### config.mk
export PLATFORM = sky130hd
export DESIGN_NAME = fir_in_buffer
export DESIGN_NICKNAME = d
export VERILOG_FILES = /design/src/rtl/fir_in_buffer.sv
export SDC_FILE = /design/constraint.sdc
export NUM_CORES = 1
export LEC_CHECK = 0
export ABC_AREA = 1
export ABC_CLOCK_PERIOD_IN_PS = 2000
export BUFFER_PORTS_ARGS = -buffer_cell sky130_fd_sc_hd__buf_2
export CAP_MARGIN = 20
export CORE_MARGIN = 1
export CORE_UTILIZATION = 40
export CTS_BUF_LIST = sky130_fd_sc_hd__clkbuf_4
export CTS_CLUSTER_SIZE = 16
export DETAILED_ROUTE_END_ITERATION = 7
export GPL_ROUTABILITY_DRIVEN = 0
export GPL_TIMING_DRIVEN = 0
export PLACE_DENSITY = 0.66
export SLEW_MARGIN = 20
export SYNTH_ARGS = -nofsm -noshare
export SYNTH_HDL_FRONTEND = slang
export SYNTH_SLANG_ARGS = --single-unit
### constraint.sdc
create_clock -name clk -period 2 [get_ports clk]
set_clock_uncertainty 0.1 [all_clocks]
set_input_delay 0.2 -clock clk [delete_from_list [all_inputs] [get_ports clk]]
set_output_delay 0.2 -clock clk [all_outputs]
set_load 0.01 [all_outputs]
### src/rtl/fir_in_buffer.sv
// fir_in_buffer
//   Captures one sample from the switch inputs on each rising edge of the
//   capture strobe. The samples are queued in a small FIFO and presented to
//   the FIR stage through an AXI-Stream style valid/ready handshake.
//
//   Optional build macro: FIR_IN_SYNC_EN
//     When this macro is defined, an extra register stage is placed on
//     pin_strobe and pin_data. Together with the input stage it forms a
//     two-flop synchronizer, and it adds one cycle of latency.
//
//   Parameters
//     DATA_W  sample width
//     DEPTH   FIFO entries. Must be a power of two and at least 2.
//
//   Ports
//     clk            sole clock; all state updates on the rising edge
//     reset          synchronous, active-high reset
//     pin_data       raw sample from the switches
//     pin_strobe     raw capture strobe; each rising edge requests one sample
//     m_axis_tdata   head sample
//     m_axis_tvalid  head sample valid (FIFO not empty)
//     m_axis_tready  downstream accepts the head sample
//     fill           current entry count, 0..DEPTH
//     overflow       sticky; set when a capture is dropped because the FIFO is full
module fir_in_buffer #(
  parameter int DATA_W = 6,
  parameter int DEPTH  = 4
) (
  input  logic                     clk,
  input  logic                     reset,
  input  logic [DATA_W-1:0]        pin_data,
  input  logic                     pin_strobe,
  output logic [DATA_W-1:0]        m_axis_tdata,
  output logic                     m_axis_tvalid,
  input  logic                     m_axis_tready,
  output logic [$clog2(DEPTH):0]   fill,
  output logic                     overflow
);

  localparam int PTR_W  = $clog2(DEPTH);
  localparam int FILL_W = PTR_W + 1;

  // Optional synchronizer stage
  logic              stage_strobe;
  logic [DATA_W-1:0] stage_data;

`ifdef FIR_IN_SYNC_EN
  logic              sync_strobe_reg;
  logic [DATA_W-1:0] sync_data_reg;

  always_ff @(posedge clk) begin
    if (reset) begin
      sync_strobe_reg <= 1'b0;
      sync_data_reg   <= '0;
    end else begin
      sync_strobe_reg <= pin_strobe;
      sync_data_reg   <= pin_data;
    end
  end

  assign stage_strobe = sync_strobe_reg;
  assign stage_data   = sync_data_reg;
`else
  assign stage_strobe = pin_strobe;
  assign stage_data   = pin_data;
`endif

  // Input stage and edge detector
  logic              s_strobe_reg;
  logic              s_strobe_d_reg;
  logic [DATA_W-1:0] s_data_reg;

  always_ff @(posedge clk) begin
    if (reset) begin
      s_strobe_reg   <= 1'b0;
      s_strobe_d_reg <= 1'b0;
      s_data_reg     <= '0;
    end else begin
      s_strobe_reg   <= stage_strobe;
      s_strobe_d_reg <= s_strobe_reg;
      s_data_reg     <= stage_data;
    end
  end

  // s_strobe_d clears on reset. A strobe that is already high at reset
  // release therefore shows up as a fresh rising edge.
  logic capture;
  assign capture = s_strobe_reg & ~s_strobe_d_reg;

  // FIFO
  logic [DATA_W-1:0] mem [DEPTH];
  logic [PTR_W-1:0]  wr_ptr_reg, wr_ptr_next;
  logic [PTR_W-1:0]  rd_ptr_reg, rd_ptr_next;
  logic [FILL_W-1:0] fill_reg, fill_next;
  logic              overflow_reg, overflow_next;

  logic full;
  logic pop;
  logic push_ok;

  assign full = (fill_reg == FILL_W'(DEPTH));
  assign pop  = (fill_reg != '0) && m_axis_tready;
  // A pop on the same edge frees the slot, so a push into a full FIFO
  // still succeeds.
  assign push_ok = capture && (!full || pop);

  always_comb begin
    wr_ptr_next   = wr_ptr_reg;
    rd_ptr_next   = rd_ptr_reg;
    fill_next     = fill_reg;
    overflow_next = overflow_reg;
    // The pointers are PTR_W bits wide and DEPTH is a power of two,
    // so incrementing them wraps naturally modulo DEPTH.
    if (push_ok) wr_ptr_next = wr_ptr_reg + 1'b1;
    if (pop)     rd_ptr_next = rd_ptr_reg + 1'b1;
    case ({push_ok, pop})
      2'b10:   fill_next = fill_reg + 1'b1;
      2'b01:   fill_next = fill_reg - 1'b1;
      default: fill_next = fill_reg;
    endcase
    if (capture && !push_ok) overflow_next = 1'b1;
  end

  always_ff @(posedge clk) begin
    if (reset) begin
      wr_ptr_reg   <= '0;
      rd_ptr_reg   <= '0;
      fill_reg     <= '0;
      overflow_reg <= 1'b0;
    end else begin
      wr_ptr_reg   <= wr_ptr_next;
      rd_ptr_reg   <= rd_ptr_next;
      fill_reg     <= fill_next;
      overflow_reg <= overflow_next;
    end
  end

  // Storage is not reset. A capture that is pending while reset is
  // asserted is discarded.
  always_ff @(posedge clk) begin
    if (!reset && push_ok) mem[wr_ptr_reg] <= s_data_reg;
  end

  // The head is masked while the FIFO is empty. This keeps tdata at 0
  // after reset even though the storage itself is not cleared.
  assign m_axis_tvalid = (fill_reg != '0);
  assign m_axis_tdata  = m_axis_tvalid ? mem[rd_ptr_reg] : '0;
  assign fill          = fill_reg;
  assign overflow      = overflow_reg;

endmodule

==> results.md <==
* Status: complete, no violations
* Critical path class: register to output port
* RSZ-0062 raised after global routing: no
* CTS tree: built
* Yosys top cell area share at 42.04%
* CP max stage delay at 0.40 ns
* CP Launch Type: register
* # setup viols final at 0
* Starting Density at 42.24%
* Final wirelength at ~2.8 mm
* Post-DP HPWL at around 1.9 mm
* Root buf cell: clkbuf_4
* Clock sink count at 42
* Synth cell types at 23
* Total core area at 4058 um^2
* Worst EP required at 1.70 ns
* Nets at 217
* Post-synth ARST share at 0%
* Pwr/cell area at 948.2 nW/um^2
* Worst VDD drop at about 0.54 mV
* Critical path capture point type: output port
* TritonCTS buffer count at 5
* Critical path's slowest cell: dfxtp_1
* Rel. slew slack at 59.18%
* Most common cell in the synthesized netlist: nor2_1
* Via count at approximately 1100
* Clk pin slew, worst setup/hold paths at 0.12 ns
* Rows at 23
* Max reg flops at 24
* Max Cap Viol at 0
* Final Cycle Share at about nine tenths
* Worst EP arrival at 1.51 ns
* Total power at 1.902 mW
* Yosys reg bits at 42
* Syn Std Cell Area at 1714 um^2
* Total global-route track usage at 14.57%
* Maximum clock rate at 0.5533 GHz
* Syn Inst Count at 169
* Synth top cells by count: 42 x nor2_1, 24 x edfxtp_1, 24 x inv_1
* Port buffer count at 19
* Router iterations before antenna repair at 4
* Largest area contributor in the synthesized netlist: edfxtp_1
* Die footprint at about 4600 um^2
* LEAKAGE at around 0.86 nW
* Clk_lat worst skew at 0.35 ns
* Longest Clk Path Bufs at 2
* Die W at 67.46 um
* Routed len/inst at 10.98 um
* Grt total ovfl at 0
* Initial antenna violation count at 0
* Filler cells at 364
* Max-slew violation count at 0
* Die Y at 67.46 um
* Syn Nets at around 180
* Area delta synth->final at 17.01%
* I/O pin count at 21
* Largest net degree at the start of global routing at 14
* Vias in the first global route at approximately 1100
* DRT iter0 DRCs at 38
* Post-route DRC at 0
* Seq/Total Area, Yosys at 63.07%
* H-tree lvl count at 2
* Worst Path Max Fanout at 10
* Post-synth top flop: edfxtp_1
* HP Class: primary input to register
* Least-Margin Pin Slew at 0.6101 ns
* Synth top area cells: edfxtp_1 42%, dfxtp_1 21%, nor2_1 9.2%
* Vias per cell at 4.526
* Worst path cell trace: clkbuf_4 -> nor2_1 -> nor2_1 -> o21ai_0 -> a21oi_1 -> buf_2
* Post-CTS setup buffer count at 0
* Number of enable flip-flop cells after synthesis at 24
* Fin. Hold Viols at 0
* Global-route wire length before repair at 4.588 mm
* Final TNS setup at 0 ns
* CP most frequent cell: nor2_1
* Antenna viol nets, final at 0
* Yosys warnings at 0
* Syn avg cell area at 10.14 um^2
* Tmin final at 1.807 ns
* N_diodes at 0
* Share of post-route cells with drive strength above 1 at 20.20%
-- stage by stage --
stage	worst slack [ns]	util [%]	std cells	hold WS, ns	area (um^2)
floorplan	0.3032	-	169	0.2070	1714
global placement	0.2251	46.13	238	0.2990	1872
detailed placement	0.2426	46.13	238	0.3071	1872
CTS	0.09443	49.31	253	0.06035	2001
global route	0.01419	49.43	253	0.04742	2006
finish	0.1928	49.43	253	0.06077	2006
-- placed cells by master, fill, tap and decap left out, drive strengths merged, types with 2 or more instances in the layout --
master        n
a21oi        13
buf          20
clkbuf        8
clkinv        2
dfxtp        18
dlygate4sd3   7
edfxtp       24
ha            4
inv          26
nand2        13
nand3         3
nand4         2
nor2         44
o21ai        15
-- path summary, 6_finish.rpt --
check / start / endpoint / slack [ns] / depth (start not counted)
max: register / m_axis_tdata[1] / 0.19 / 6
min: reset / s_data_reg[3] / 0.06 / 2
max reg2reg: fill[2] / fill[2] / 0.24 / 10
min reg2reg: s_strobe_reg / s_strobe_d_reg / 0.33 / 2
-- critical path, delay by kind of cell, from the launching register on --
kind,cells,cell delay [ns]
buffers and inverters,2,0.37
AO/OA/AOI/OAI,2,0.25
AND/OR/NAND/NOR,2,0.13
flip-flops,1,0.40
-- layout make-up --
| class | instances | area [um^2] | share of cell area, % |
|---|---|---|---|
| clock buffers | 6 | 45.04 | 2.246 |
| plain buffers | 3 | 17.52 | 0.8734 |
| inverters | 26 | 100.1 | 4.991 |
| repair buffers | 26 | 165.2 | 8.235 |
| multi-input cells | 98 | 519.2 | 25.89 |
| clock inverters | 2 | 13.76 | 0.6862 |
| flip-flops and latches | 42 | 1082 | 53.96 |
| well taps | 50 | 62.56 | 3.119 |
-- kinds of logic (layout without fill, tap and decap cells) --
| group | count (synthesis) | count (layout) | share of synthesized area (%) |
|---|---|---|---|
| AO/OA/AOI/OAI | 29 | 29 | 8.613 |
| XOR/XNOR | 1 | 1 | 0.5110 |
| adder cells (fa/ha/maj) | 5 | 5 | 4.088 |
| buffers and inverters | 29 | 63 | 6.642 |
| flip-flops | 42 | 42 | 63.07 |
| AND/OR/NAND/NOR | 63 | 63 | 17.08 |
-- layer usage --
metal | wire (um) | global-route usage [%] | up-vias | part of all wire (%)
li1 | - | - | 611 | -
met1 | 1202 | 15.60 | 510 | 43
met2 | 1416 | 25.37 | 22 | 51
met3 | 139 | 5.068 | 2 | 5.0
met4 | 19 | 6.915 | 0 | 0.68
met5 | 0 | 0 | - | 0
-- report_power, final --
part           switching, mW  internal [mW]  total [mW]
clock                  0.261          0.152       0.413
combinational          0.297          0.188       0.485
sequential            0.0424          0.962        1.00
-- repair_timing --
item                                   in CTS  in global routing
hold buffers                                7                  0
resized for setup                           0                  4
endpoints found under the hold margin       7                  0
setup endpoints to repair                   0                  6
No activity file was read; power rests on OpenSTA's default activity.
